`src/rtl/alu_decode_if.sv`:
```
// alu_decode_if: fetch-side and execute-side bus of the ALU decode stage.
//   Fetch side : in_valid/in_ready handshake, in_instr, in_pc, plus flush.
//   Execute side: out_valid/out_ready handshake, out_pc, alu_op, a_sel, b_sel,
//                 imm, rd/rs1/rs2 and the class flags.
// master = surrounding pipeline (fetch + execute), slave = the decode stage.
interface alu_decode_if;
  logic        flush;
  logic        in_valid;
  logic        in_ready;
  logic [31:0] in_instr;
  logic [31:0] in_pc;
  logic        out_valid;
  logic        out_ready;
  logic [31:0] out_pc;
  logic [3:0]  alu_op;
  logic [1:0]  a_sel;
  logic        b_sel;
  logic [31:0] imm;
  logic [4:0]  rd;
  logic [4:0]  rs1;
  logic [4:0]  rs2;
  logic        reg_write;
  logic        is_branch;
  logic        is_load;
  logic        is_store;
  logic        is_jump;
  logic        illegal;

  modport master (
    output flush, in_valid, in_instr, in_pc, out_ready,
    input  in_ready, out_valid, out_pc, alu_op, a_sel, b_sel, imm, rd, rs1, rs2,
           reg_write, is_branch, is_load, is_store, is_jump, illegal
  );

  modport slave (
    input  flush, in_valid, in_instr, in_pc, out_ready,
    output in_ready, out_valid, out_pc, alu_op, a_sel, b_sel, imm, rd, rs1, rs2,
           reg_write, is_branch, is_load, is_store, is_jump, illegal
  );
endinterface

```
`src/rtl/alu_decode_stage.sv`:
```
// alu_decode_stage: one-slice pipelined RV32I/M decode into ALU op code,
// operand selects, sign-extended immediate, register indices and class flags.
// Ports:
//   clk  - rising-edge clock
//   rst  - synchronous active-high reset (wins over flush)
//   bus  - alu_decode_if.slave: fetch handshake in, decoded word out, flush
// Encodings the ALU cannot execute (SRL/SRLI, DIVU/REMU, MULH*, ...) decode
// as illegal with every control zeroed except illegal=1.
module alu_decode_stage (
  input  logic         clk,
  input  logic         rst,
  alu_decode_if.slave  bus
);
  localparam logic [3:0] OP_ADD = 4'd0,  OP_SUB = 4'd1,  OP_AND = 4'd2,  OP_OR  = 4'd3;
  localparam logic [3:0] OP_XOR = 4'd4,  OP_SLL = 4'd5,  OP_SRA = 4'd6,  OP_SLT = 4'd7;
  localparam logic [3:0] OP_EQ  = 4'd8,  OP_NE  = 4'd9,  OP_GE  = 4'd10, OP_LTU = 4'd11;
  localparam logic [3:0] OP_GEU = 4'd12, OP_MUL = 4'd13, OP_DIV = 4'd14, OP_REM = 4'd15;

  typedef struct packed {
    logic [31:0] pc;
    logic [3:0]  alu_op;
    logic [1:0]  a_sel;
    logic        b_sel;
    logic [31:0] imm;
    logic [4:0]  rd;
    logic [4:0]  rs1;
    logic [4:0]  rs2;
    logic        reg_write;
    logic        is_branch;
    logic        is_load;
    logic        is_store;
    logic        is_jump;
    logic        illegal;
  } dec_t;

  dec_t        dec_d, dec_q;
  logic        valid_q;
  logic        accept;
  logic        ok;
  logic [31:0] w;
  logic [6:0]  opc, f7;
  logic [2:0]  f3;
  logic [31:0] imm_i, imm_s, imm_b, imm_u, imm_j;

  // Shared f3 mapping of OP / OP-IMM base ops; {legal, op}. f3=5 is handled
  // by the caller because only the arithmetic shift exists.
  function automatic logic [4:0] base_op(input logic [2:0] f);
    case (f)
      3'd0:    base_op = {1'b1, OP_ADD};
      3'd1:    base_op = {1'b1, OP_SLL};
      3'd2:    base_op = {1'b1, OP_SLT};
      3'd3:    base_op = {1'b1, OP_LTU};
      3'd4:    base_op = {1'b1, OP_XOR};
      3'd6:    base_op = {1'b1, OP_OR};
      3'd7:    base_op = {1'b1, OP_AND};
      default: base_op = {1'b0, OP_ADD};
    endcase
  endfunction

  assign w     = bus.in_instr;
  assign opc   = w[6:0];
  assign f3    = w[14:12];
  assign f7    = w[31:25];
  assign imm_i = {{20{w[31]}}, w[31:20]};
  assign imm_s = {{20{w[31]}}, w[31:25], w[11:7]};
  assign imm_b = {{19{w[31]}}, w[31], w[7], w[30:25], w[11:8], 1'b0};
  assign imm_u = {w[31:12], 12'b0};
  assign imm_j = {{11{w[31]}}, w[31], w[19:12], w[20], w[30:21], 1'b0};

  always_comb begin
    dec_d = '0;
    ok    = 1'b1;
    case (opc)
      7'b0110011: begin // OP
        dec_d.reg_write = 1'b1;
        case (f7)
          7'h00: {ok, dec_d.alu_op} = base_op(f3);
          7'h20: begin
            if (f3 == 3'd0)      dec_d.alu_op = OP_SUB;
            else if (f3 == 3'd5) dec_d.alu_op = OP_SRA;
            else                 ok = 1'b0;
          end
          7'h01: begin
            case (f3)
              3'd0:    dec_d.alu_op = OP_MUL;
              3'd4:    dec_d.alu_op = OP_DIV;
              3'd6:    dec_d.alu_op = OP_REM;
              default: ok = 1'b0;
            endcase
          end
          default: ok = 1'b0;
        endcase
      end
      7'b0010011: begin // OP-IMM; shift amounts live in imm[4:0], imm[11:5] is funct7
        dec_d.reg_write = 1'b1;
        dec_d.b_sel     = 1'b1;
        dec_d.imm       = imm_i;
        if (f3 == 3'd1) begin
          dec_d.alu_op = OP_SLL;
          ok           = (f7 == 7'h00);
        end else if (f3 == 3'd5) begin
          dec_d.alu_op = OP_SRA;
          ok           = (f7 == 7'h20);
        end else begin
          {ok, dec_d.alu_op} = base_op(f3);
        end
      end
      7'b1100011: begin // BRANCH
        dec_d.is_branch = 1'b1;
        dec_d.imm       = imm_b;
        case (f3)
          3'd0:    dec_d.alu_op = OP_EQ;
          3'd1:    dec_d.alu_op = OP_NE;
          3'd4:    dec_d.alu_op = OP_SLT;
          3'd5:    dec_d.alu_op = OP_GE;
          3'd6:    dec_d.alu_op = OP_LTU;
          3'd7:    dec_d.alu_op = OP_GEU;
          default: ok = 1'b0;
        endcase
      end
      7'b0000011: begin // LOAD
        dec_d.b_sel = 1'b1;  dec_d.imm = imm_i;
        dec_d.is_load = 1'b1; dec_d.reg_write = 1'b1;
      end
      7'b0100011: begin // STORE
        dec_d.b_sel = 1'b1;  dec_d.imm = imm_s;
        dec_d.is_store = 1'b1;
      end
      7'b0110111: begin // LUI: zero + imm
        dec_d.a_sel = 2'd2;  dec_d.b_sel = 1'b1;
        dec_d.imm = imm_u;   dec_d.reg_write = 1'b1;
      end
      7'b0010111: begin // AUIPC
        dec_d.a_sel = 2'd1;  dec_d.b_sel = 1'b1;
        dec_d.imm = imm_u;   dec_d.reg_write = 1'b1;
      end
      7'b1101111: begin // JAL
        dec_d.a_sel = 2'd1;  dec_d.b_sel = 1'b1;  dec_d.imm = imm_j;
        dec_d.is_jump = 1'b1; dec_d.reg_write = 1'b1;
      end
      7'b1100111: begin // JALR
        dec_d.b_sel = 1'b1;  dec_d.imm = imm_i;
        dec_d.is_jump = 1'b1; dec_d.reg_write = 1'b1;
        ok = (f3 == 3'd0);
      end
      default: ok = 1'b0; // also covers in_instr[1:0] != 2'b11
    endcase
    if (!ok) begin
      dec_d         = '0;
      dec_d.illegal = 1'b1;
    end
    // pc and indices pass through for every format, legal or not
    dec_d.pc  = bus.in_pc;
    dec_d.rd  = w[11:7];
    dec_d.rs1 = w[19:15];
    dec_d.rs2 = w[24:20];
  end

  assign bus.in_ready = !valid_q || bus.out_ready;
  assign accept       = bus.in_valid && bus.in_ready;

  // Flush drops only the valid bit; held fields stay until the next load.
  always_ff @(posedge clk) begin
    if (rst) begin
      valid_q <= 1'b0;
      dec_q   <= '0;
    end else if (bus.flush) begin
      valid_q <= 1'b0;
    end else if (accept) begin
      valid_q <= 1'b1;
      dec_q   <= dec_d;
    end else if (bus.out_ready) begin
      valid_q <= 1'b0;
    end
  end

  assign bus.out_valid = valid_q;
  assign bus.out_pc    = dec_q.pc;
  assign bus.alu_op    = dec_q.alu_op;
  assign bus.a_sel     = dec_q.a_sel;
  assign bus.b_sel     = dec_q.b_sel;
  assign bus.imm       = dec_q.imm;
  assign bus.rd        = dec_q.rd;
  assign bus.rs1       = dec_q.rs1;
  assign bus.rs2       = dec_q.rs2;
  assign bus.reg_write = dec_q.reg_write;
  assign bus.is_branch = dec_q.is_branch;
  assign bus.is_load   = dec_q.is_load;
  assign bus.is_store  = dec_q.is_store;
  assign bus.is_jump   = dec_q.is_jump;
  assign bus.illegal   = dec_q.illegal;
endmodule

```
`src/flat_wrapper.sv`:
```
// flat-port wrapper written by rule: the top's interface ports become plain ports
module alu_decode_stage_flat 
  (clk, rst, bus_flush, bus_in_valid, bus_in_instr, bus_in_pc, bus_out_ready, bus_in_ready, bus_out_valid, bus_out_pc, bus_alu_op, bus_a_sel, bus_b_sel, bus_imm, bus_rd, bus_rs1, bus_rs2, bus_reg_write, bus_is_branch, bus_is_load, bus_is_store, bus_is_jump, bus_illegal);
  alu_decode_if bus_i ();
  input  logic clk;
  input  logic rst;
  input wire logic [$bits(bus_i.flush)-1:0] bus_flush;
  input wire logic [$bits(bus_i.in_valid)-1:0] bus_in_valid;
  input wire logic [$bits(bus_i.in_instr)-1:0] bus_in_instr;
  input wire logic [$bits(bus_i.in_pc)-1:0] bus_in_pc;
  input wire logic [$bits(bus_i.out_ready)-1:0] bus_out_ready;
  output wire logic [$bits(bus_i.in_ready)-1:0] bus_in_ready;
  output wire logic [$bits(bus_i.out_valid)-1:0] bus_out_valid;
  output wire logic [$bits(bus_i.out_pc)-1:0] bus_out_pc;
  output wire logic [$bits(bus_i.alu_op)-1:0] bus_alu_op;
  output wire logic [$bits(bus_i.a_sel)-1:0] bus_a_sel;
  output wire logic [$bits(bus_i.b_sel)-1:0] bus_b_sel;
  output wire logic [$bits(bus_i.imm)-1:0] bus_imm;
  output wire logic [$bits(bus_i.rd)-1:0] bus_rd;
  output wire logic [$bits(bus_i.rs1)-1:0] bus_rs1;
  output wire logic [$bits(bus_i.rs2)-1:0] bus_rs2;
  output wire logic [$bits(bus_i.reg_write)-1:0] bus_reg_write;
  output wire logic [$bits(bus_i.is_branch)-1:0] bus_is_branch;
  output wire logic [$bits(bus_i.is_load)-1:0] bus_is_load;
  output wire logic [$bits(bus_i.is_store)-1:0] bus_is_store;
  output wire logic [$bits(bus_i.is_jump)-1:0] bus_is_jump;
  output wire logic [$bits(bus_i.illegal)-1:0] bus_illegal;
  assign bus_i.flush = bus_flush;
  assign bus_i.in_valid = bus_in_valid;
  assign bus_i.in_instr = bus_in_instr;
  assign bus_i.in_pc = bus_in_pc;
  assign bus_i.out_ready = bus_out_ready;
  assign bus_in_ready = bus_i.in_ready;
  assign bus_out_valid = bus_i.out_valid;
  assign bus_out_pc = bus_i.out_pc;
  assign bus_alu_op = bus_i.alu_op;
  assign bus_a_sel = bus_i.a_sel;
  assign bus_b_sel = bus_i.b_sel;
  assign bus_imm = bus_i.imm;
  assign bus_rd = bus_i.rd;
  assign bus_rs1 = bus_i.rs1;
  assign bus_rs2 = bus_i.rs2;
  assign bus_reg_write = bus_i.reg_write;
  assign bus_is_branch = bus_i.is_branch;
  assign bus_is_load = bus_i.is_load;
  assign bus_is_store = bus_i.is_store;
  assign bus_is_jump = bus_i.is_jump;
  assign bus_illegal = bus_i.illegal;
  alu_decode_stage u_core (.clk(clk), .rst(rst), .bus(bus_i));
endmodule
```
`config.mk`:
```
export PLATFORM = sky130hd
export DESIGN_NAME = alu_decode_stage_flat
export DESIGN_NICKNAME = d
export VERILOG_FILES = /design/src/rtl/alu_decode_if.sv /design/src/rtl/alu_decode_stage.sv /design/src/flat_wrapper.sv
export SDC_FILE = /design/constraint.sdc
export NUM_CORES = 1
export LEC_CHECK = 0
export CORE_MARGIN = 5
export CORE_UTILIZATION = 39
export DETAILED_ROUTE_END_ITERATION = 8
export GPL_TIMING_DRIVEN = 0
export HOLD_SLACK_MARGIN = 0.15
export PLACE_DENSITY_LB_ADDON = 0.12
export SLEW_MARGIN = 40
export SYNTH_ARGS = -nofsm -noshare
export SYNTH_HDL_FRONTEND = slang
export SYNTH_SLANG_ARGS = --single-unit
```
`constraint.sdc`:
```
create_clock -name clk -period 1.5 [get_ports clk]
set_input_delay 0.225 -clock clk [delete_from_list [all_inputs] [get_ports clk]]
set_output_delay 0.225 -clock clk [all_outputs]
set_load 0.02 [all_outputs]
```
Word-level counts from Yosys, hierarchy flattened

Index checks and enable logic that the tools add are counted.

Register bits: 93
Output and inout port bits: 94
Input bits: 69

Reductions and logical operators: 17
Bitwise logic cells: 1
Muxes and demuxes: 29
Eq/ne operators: 18

Operator list:

| kind               | number |
|---|---|
| $pmux 32 s5        | 1 |
| $mux 60            | 1 |
| $pmux 4 s3         | 3 |
| $pmux 5 s7         | 1 |
| $pmux 5 s6         | 1 |
| $eq 7x6->1 const B | 4 |
| $pmux 4 s6         | 1 |
| $eq 7x7->1 const B | 3 |
| $eq 7x5->1 const B | 2 |
| $mux 1             | 14 |
| $reduce_or 7->1    | 2 |
| $eq 3x3->1 const B | 4 |
| $mux 4             | 3 |
| $reduce_or 2->1    | 4 |
| $eq 7x1->1 const B | 1 |
| $eq 7x2->1 const B | 1 |
| $logic_not 7->1    | 1 |
| $eq 3x2->1 const B | 2 |
| $reduce_or 3->1    | 2 |
| $reduce_or 6->1    | 1 |
| $pmux 1 s5         | 1 |
| $reduce_or 5->1    | 1 |
| $pmux 2 s2         | 1 |
| $eq 3x1->1 const B | 1 |
| other kinds (9)    | 9 |

Depth between registers and ports, before layout

Gate-level depths: netlist of run 1.

Depth after elaboration: 6
Gate-level depth with buffers: 8
Mapped depth without buffers: 7

Worst setup path after synthesis of run 1

Ideal clock, no wire load.

Path kind: register to register
From: reg u_core.valid_q, in the netlist u_core.bus.out_valid
To: reg u_core.dec_q (netlist bit u_core.bus.imm[1])
Data required time: 1.383 ns
Clock period less this slack: 1.725 ns
Path slack: -0.225 ns
Data arrival time: 1.608 ns
Buffers on the path: 1
Stages on the path, launching flop included: 9
Cell sequence: dfxtp_1 nor2b_1 inv_2 nand3b_1 nor3_1 a31oi_1 o31a_4 buf_6 o21ai_1

Word-level cells in the longest chain between the ends: 4

Ends and longest elaborated chain:

| what                              | line                    | source |
|---|---|---|
| start, declared                   | alu_decode_stage.sv:37  | `logic valid_q;` |
| start signal, assigned            | alu_decode_stage.sv:165 | `valid_q <= 1'b0;` |
| start signal, assigned            | alu_decode_stage.sv:168 | `valid_q <= 1'b0;` |
| start signal, assigned            | alu_decode_stage.sv:170 | `valid_q <= 1'b1;` |
| $logic_not 1->1                   | alu_decode_stage.sv:159 | `assign bus.in_ready = !valid_q \|\| bus.out_ready;` |
| $logic_or 1x1->1                  | alu_decode_stage.sv:159 |  |
| named net bus_in_ready            | flat_wrapper.sv:12      | `output wire logic [$bits(bus_i.in_ready)-1:0] bus_in_ready;` |
| $logic_and 1x1->1                 | alu_decode_stage.sv:160 | `assign accept = bus.in_valid && bus.in_ready;` |
| $reduce_and 2->1 (no source line) | --                      |  |
| end signal, assigned              | alu_decode_stage.sv:166 | `dec_q <= '0;` |
| end signal, assigned              | alu_decode_stage.sv:171 | `dec_q <= dec_d;` |
| end, declared                     | alu_decode_stage.sv:36  | `dec_t dec_d, dec_q;` |

The timed path passes the listed nets, and every way through them passes these cells.
A chain may end at the register's enable or synchronous reset.

Worst setup path in the final report of run 1

From: reg u_core.valid_q, in the netlist u_core.bus.out_valid
To: reg u_core.dec_q (netlist bit u_core.bus.imm[3])

Word-level cells in the longest chain between the ends: 4

Ends and longest elaborated chain:

| what                              | line |
|---|---|
| $logic_not 1->1                   | alu_decode_stage.sv:159 |
| $logic_or 1x1->1                  | alu_decode_stage.sv:159 |
| $logic_and 1x1->1                 | alu_decode_stage.sv:160 |
| $reduce_and 2->1 (no source line) | -- |

Every way passes these cells.

==> results of run 1 <==
[layout make-up]
cell class	count	area (um2)
plain buffers	39	318
clock buffers	9	124
fillers	891	3450
flip-flops and latches	93	1870
inverters	5	18.8
clock inverters	6	71.3
well taps	136	170
repair buffers	198	1900
diodes	2	5.00
multi-input cells	376	2260
[report_power, final]
part | switching, uW | internal [uW] | leakage (uW)
sequential | 30.0 | 2530 | 0.000756
combinational | 518 | 467 | 0.00207
clock | 926 | 782 | 0.0000980
[cell families (layout without fill, tap and decap cells)]
group           count (synthesis)  in the layout
other cells                     0              2
buf+inv                        45            257
simple gates                  214            214
flops                          93             93
compound gates                160            160
xor+xnor                        2              2
[state kept, by name (all words and copies together) (netlist names)]
| register | count |
|---|---|
| u_core.bus.imm | 32 |
| u_core.bus.a_sel | 2 |
| u_core.bus.rs1 | 5 |
| u_core.bus.is_branch | 1 |
| u_core.bus.is_load | 1 |
| u_core.bus.out_pc | 32 |
| u_core.bus.illegal | 1 |
| u_core.bus.is_store | 1 |
| u_core.bus.reg_write | 1 |
| u_core.bus.b_sel | 1 |
| u_core.bus.rs2 | 5 |
| u_core.bus.rd | 5 |
| u_core.bus.alu_op | 4 |
| u_core.bus.is_jump | 1 |
| u_core.bus.out_valid | 1 |
[repair_timing]
item,CTS,global route
gates cloned,1,6
endpoints found under the setup margin,186,92
hold buffers,0,0
setup buffers,22,11
gates resized for setup,152,115
pin swaps,21,14
[worst max-delay path by stage]
| stage | startpoint | to | slack, ps | cells past startpoint |
|---|---|---|---|---|
| 2_1_floorplan | u_core.bus.out_valid | u_core.bus.illegal | -80 | 6 |
| 3_3_place_gp | bus_out_ready | u_core.bus.is_jump | -790 | 8 |
| 3_5_place_dp | bus_in_instr[1] | u_core.bus.illegal | -830 | 7 |
| 4_1_cts | u_core.bus.out_valid | u_core.bus.imm[2] | -180 | 9 |
| 5_1_grt | u_core.bus.out_valid | u_core.bus.imm[21] | -320 | 9 |
| 6_report | u_core.bus.out_valid | u_core.bus.imm[3] | -230 | 9 |
[placed cells by master (no fill, tap or decap), types with 5 or more instances in the layout]
master / netlist / final
buf_8: 0 / 7
clkbuf_8: 0 / 9
clkbuf_2: 0 / 11
nand2_1: 143 / 132
o21ai_1: 31 / 16
clkbuf_16: 0 / 6
dlygate4sd2_1: 0 / 98
dfxtp_1: 93 / 92
nand2_2: 0 / 10
nor3_1: 8 / 5
clkbuf_1: 19 / 5
buf_2: 13 / 5
buf_6: 5 / 13
clkdlybuf4s50_1: 0 / 51
o21ai_2: 1 / 17
buf_4: 2 / 32
a22o_1: 6 / 6
o21ai_0: 13 / 12
a21oi_2: 0 / 26
a21oi_1: 82 / 56
nor2_1: 23 / 20
[worst max-delay path, cell delays in order, from the launching register on]
cell and delay [ps]:
dfxtp_4 350, nor2b_4 150, inv_2 40, nand3b_1 160, buf_6 150, nor3_2 40, a31oi_1 220, o31a_4 260
clkbuf_16 180, o21ai_2 50
[layer usage]
layer,GRT usage,up-vias
met1,0.251,2120
li1,-,2193
met3,0.0707,30
met2,0.356,200
met4,0.0665,0
met5,0,-
[stage by stage]
step           setup TNS (ps)   util  cell area (um2)  worst slack (ps)
2_1_floorplan           -1820      -             4040             -79.8
3_3_place_gp           -60280  0.569             5800              -786
3_5_place_dp           -61660  0.569             5800              -826
4_1_cts                -12040  0.606             6180              -184
5_1_grt                -20550  0.661             6730              -318
6_report               -13870  0.661             6730              -231
==> impl_results.md, run 1 <==
- Top_reg_cell synth: dfxtp_1
- XOR/XNOR Fraction of Synth Area: 0.00436
- EDFF count, synth: 0
- Startpoint Class: register
- Area contributors post-synth: dfxtp_1, nand2_1, a21oi_1
- Clk slew on worst S/H paths: 90 ps
- Crit Reg-Reg Endpoint: u_core.bus.imm[3]
- Clock Root Buffer: clkbuf_8
- Highest metal used: met4
- Share of layout cells above drive strength 1: 0.241
- Cell Rows: 37
- Inserted Clock Buffers: 9
- CTS Buffer Depth: 2
- Antenna Nets Post-Route: 0
- Setup Viol. Count Final: 90
- Required @ worst endpoint: 1750 ps
- CP max FO: 7
- Crit. End Element: register
- Failing checks: negative setup slack
- Mux contribution to synthesized area: 0
- Number of port buffers: 159
- IR drop worst, VDD: 500 uV
- Area share of fa/ha/maj cells after synthesis: 0
- Initial antenna violation count: 2
- Pin count of the biggest net entering global routing: 17
- Hold_ws: 158 ps
- DPL Wire Length: 9880 um
- Leakage: 0.00292 uW
- Fraction of registers with async set/reset: 0
- Pins over their slew limit: 0
- Worst hold path endpoint: u_core.bus.imm[6]
- Final Non-Filler Cells: between 800 and 900
- GRT Overall Usage: 0.210
- WL final: 14400 um
- Pwr/cell area: ~800 nW/um2
- F_max: 578 MHz
- Grt ovf: 0
- Vias per cell: 5.26
- Mapped Area: 4020 um2
- Status: finished, violations left
- Sinks on Clock Net: 93
- M1 WL: 5910 um
- Worst EP arrival: 1980 ps
- First-pass GRT wire length: 21500 um
- RSZ-0062 raised after global routing: yes
- Final cycle utilization of the critical path: 1.15
- Area share of the largest cell type after synthesis: 0.463
- Netlist cell types: 55
- Post-synth top area cell: dfxtp_1
- Sequential area share after synthesis: 0.463
- Total power: 5260 uW
- I/O Pins: 163
- DR WL met2: between 7000 and 8000 um
- DR WL met3: ~1200 um
- Fin. Hold Viols: 0
- Core ar.: a little over 10000 um2
- Die Area: 12400 um2
- FF-to-FF Start: u_core.bus.out_valid
- DIE WIDTH: around 110 um
- Setup slack, reg-to-reg: -230 ps
- Vias: between 4000 and 5000
- Synth warn: 0
- Synthesized area per cell: 7.82 um2
- Syn nets: 583
- CTS H-tree lvls: 3
- Vias in the first global route: around 4300
- Flops & latches, synth: 93
- Skew-Pair Late Insertion Delay: 360 ps
- Compound-gate portion of the synthesized area: 0.233
- Router iterations before antenna repair: 5
- Routed len/inst: 16.7 um
- Hold-critical path depth: 2
- Kind of critical path: reg2reg
- Drt drc: 0
- Count leader, synth: nand2_1
- Post-Synth Simple-Gate Area: 0.242
- Reg2Reg Depth: 9
- Max-cap viol count: 0
- Placed cells: 809
- Worst min-delay path class: in2reg
- Placer Congestion: 0.890
- Starting DRC count in detailed routing: 341
- Rel. slew slack: 0.618
- Least-Margin Pin Slew: 568 ps
- Area delta synth->final: 67.6%
- Fin nets: 791
- Initial Util: 0.395
- Period minus WS final: 1730 ps
- Main combinational cell family by area after synthesis: simple AND/OR/NAND/NOR gates
- Chip Height: 112 um
- Commonest cells post-synth: nand2_1, dfxtp_1, a21oi_1
- Fin worst setup slack: -231 ps
- CTS tree: yes
- Synth Instances: 514
- Hold path start: bus_in_instr[26]
- Setup Skew: 7.86 ps
Power figures use the tool's default switching activity.
==> run 2: changes to the inputs <==
CORE_UTILIZATION = 43   (was 39)
REMOVE_ABC_BUFFERS = 1   (was default)
clock period = 1.9 ns   (was 1.5 ns; I/O delays follow)
==> run 2 against run 1 <==
- the run now ends clean
- first-iteration DRC count shrank 31%
- count of clock-buffer cells in the layout is 2 higher
- setup slack improved by 270 ps
- final area down 9.4%
- cell count is 9.3% lower
- sequential share of layout area up 2.8 points
- utilization is 0.24 points higher
- via count fell by 8.2%
- largest power group unchanged
- highest routed layer unchanged
==> impl_results.md, run 2 (synthesis results as in run 1) <==
- DIE WIDTH: 107 um (-4.3%)
- Placer Congestion: 0.854 (-4.0%)
- DPL Wire Length: 9010 um (-8.8%)
- Clock Root Buffer: clkbuf_8
- Drt drc: 0 (unchanged)
- Clock power share: 0.319 (-0.006)
- Rel. slew slack: 0.568 (-0.0497)
- Share of layout cells above drive strength 1: 0.103 (-0.139)
- CP peak stage delay: 500 ps (+150 ps)
- Most common cell after layout, fill and taps aside: clkdlybuf4s50_1
- Setup Viol. Count Final: 0 (-100%)
- Vias: 4171 (-8.2%)
- CP max FO: 12 (+5)
- Final cycle utilization of the critical path: 0.978
- Least-Margin Pin Slew: 642 ps (+74.0 ps)
- Core ar.: 9200 um2 (-9.7%)
- Area delta synth->final: 51.8%
- Post-Layout Inst Area: 6100 um2 (-9.4%)
- First-pass GRT wire length: 19600 um (-8.8%)
- WL final: 12700 um (-12%)
- Sinks on Clock Net: 93 (unchanged)
- Crit. End Element: register
- Antenna Nets Post-Route: 0 (unchanged)
- CTS H-tree lvls: 3 (unchanged)
- Psw: 1100 uW (-25%)
- Fin nets: 737 (-6.8%)
- CTS tree: yes
- Inserted Clock Buffers: 9 (unchanged)
- Kind of critical path: in2reg
- Clk slew on worst S/H paths: 100 ps (about the same)
- Internal power: 2850 uW (-25%)
- Final core utilization: 0.664 (+0.00236)
- Pins over their slew limit: 0 (unchanged)
- Initial Util: 0.437 (+0.0424)
- # diodes: 0 (-2)
- Initial antenna violation count: 0 (-2)
- Vias per cell: 5.32 (+1.2%)
- Leakage: 0.00215 uW (-27%)
- GRT Overall Usage: 0.212 (+0.00257)
- Worst EP arrival: 2160 ps (+180 ps)
- Combinational share of power: 0.169 (-0.018)
- IR drop worst, VDD: 419 uV (-16%)
- Required @ worst endpoint: 2200 ps (+450 ps)
- Placed Instance Area: 5720 um2 (-1.3%)
- Hold_ws: 347 ps (+189 ps)
- Total power: 3950 uW (-25%)
- F_max: 538 MHz
- Starting DRC count in detailed routing: 235 (-31%)
- Routed len/inst: 16.2 um (-2.6%)
- Grt ovf: 0 (unchanged)
- Fin. Hold Viols: 0 (unchanged)
- Hold_buf cts: 0 (unchanged)
- Router iterations before antenna repair: 4 (-1)
- Worst min-delay path class: in2reg
- Cell Rows: 35 (-5.4%)
- Net Sw Frac: 0.279 (-0.00157)
- Critical-path top delay cell: clkdlybuf4s50_1
- Setup Skew: 14.5 ps (+6.60 ps)
- I/O Pins: 163 (unchanged)
- Status: finished clean
- Chip Height: 107 um (-4.3%)
- Skew-Pair Late Insertion Delay: 360 ps (about the same)
- Die Area: 11400 um2 (-8.5%)
- Max-cap viol count: 0 (unchanged)
- Commonest non-fill, non-tap cells in the layout: clkdlybuf4s50_1, nand2_1, dfxtp_1, a21oi_1, o21ai_1
- Number of port buffers: 162 (+1.9%)
- CP Cell Sequence: clkdlybuf4s50_1 > nor2b_4 > inv_2 > nand3b_1 > buf_12 > buf_4 > a2111oi_2 > o31a_2 > a22o_1
- Seq pwr share: 0.512 (+0.025)
- Startpoint Class: input pin
- Period minus WS final: 1860 ps
- Pin count of the biggest net entering global routing: 37 (+20)
- Vias in the first global route: 3821 (-11%)
- CTS Buffer Depth: 2 (unchanged)
- Pwr/cell area: 648 nW/um2 (-17%)
-- run 2: cell types whose count changed in the layout (fill, tap and decap cells not counted), moves of 5 or more --
cell | before | now
nand2_1 | 132 | 142
dlygate4sd2_1 | 98 | 3
o21ai_1 | 16 | 31
o21ai_2 | 17 | 1
buf_2 | 5 | 0
clkdlybuf4s50_1 | 51 | 149
buf_4 | 32 | 8
a21oi_2 | 26 | 2
clkbuf_16 | 6 | 1
a21oi_1 | 56 | 80
nand2_2 | 10 | 1
buf_6 | 13 | 4
buf_8 | 7 | 2
-- run 2: power by group through the flow --
stage	clock (uW)	combinational, uW	sequential, uW
after global placement	0	599	2070
after detailed placement	0	642	2070
after global routing	1380	722	2030
after CTS	1290	643	2020
after floorplan	0	177	2130
final	1260	670	2020
-- run 2: metal layers --
metal  vias up  routed length, um  global-route usage
li1       2078                  -                   -
met1      1932               5550               0.277
met2       148               6130               0.356
met3        13                888              0.0494
met4         0                152              0.0530
met5         -                  0                   0
-- run 2: per-stage QoR --
| stage | worst slack (ps) | setup TNS, ps | std cells |
|---|---|---|---|
| finish | 41.9 | 0 | 784 |
| global route | -19.9 | -112 | 784 |
| CTS | 3.08 | 0 | 777 |
| detailed placement | -736 | -26810 | 758 |
| global placement | -4170 | -254770 | 747 |
| floorplan | -1680 | -88830 | 474 |
-- run 2: final timing paths --
kind	from	to	slack, ps	cells after the start
hold reg to reg	u_core.bus.imm[22]	u_core.bus.imm[22]	450	2
setup / recovery	bus_out_ready	u_core.bus.imm[8]	40	9
hold / removal	bus_in_instr[5]	u_core.bus.a_sel[1]	350	3
setup reg to reg	u_core.bus.out_valid	u_core.bus.imm[8]	70	8
-- run 2: area by class of cell --
type                       count  area, um2
fill                         767       3090
multi-input combinational    378       2070
sequential                    93       1860
timing repair buffer         181       1830
clock buffer                  11        141
tap                          111        139
clock inverter                 5       43.8
inverter                       5       18.8
-- run 2: timing repair --
| action | CTS | global route |
|---|---|---|
| resized for setup | 24 | 30 |
| pin swaps | 1 | 6 |
| setup buffers | 2 | 6 |
| endpoints found under the setup margin | 42 | 42 |
| cloned | 2 | 1 |
-- run 2: critical path: cells and delay by family --
| kind | cells | cell delay (ps) |
|---|---|---|
| AO/OA/AOI/OAI | 3 | 780 |
| buffers and inverters | 4 | 870 |
| AND/OR/NAND/NOR | 2 | 200 |
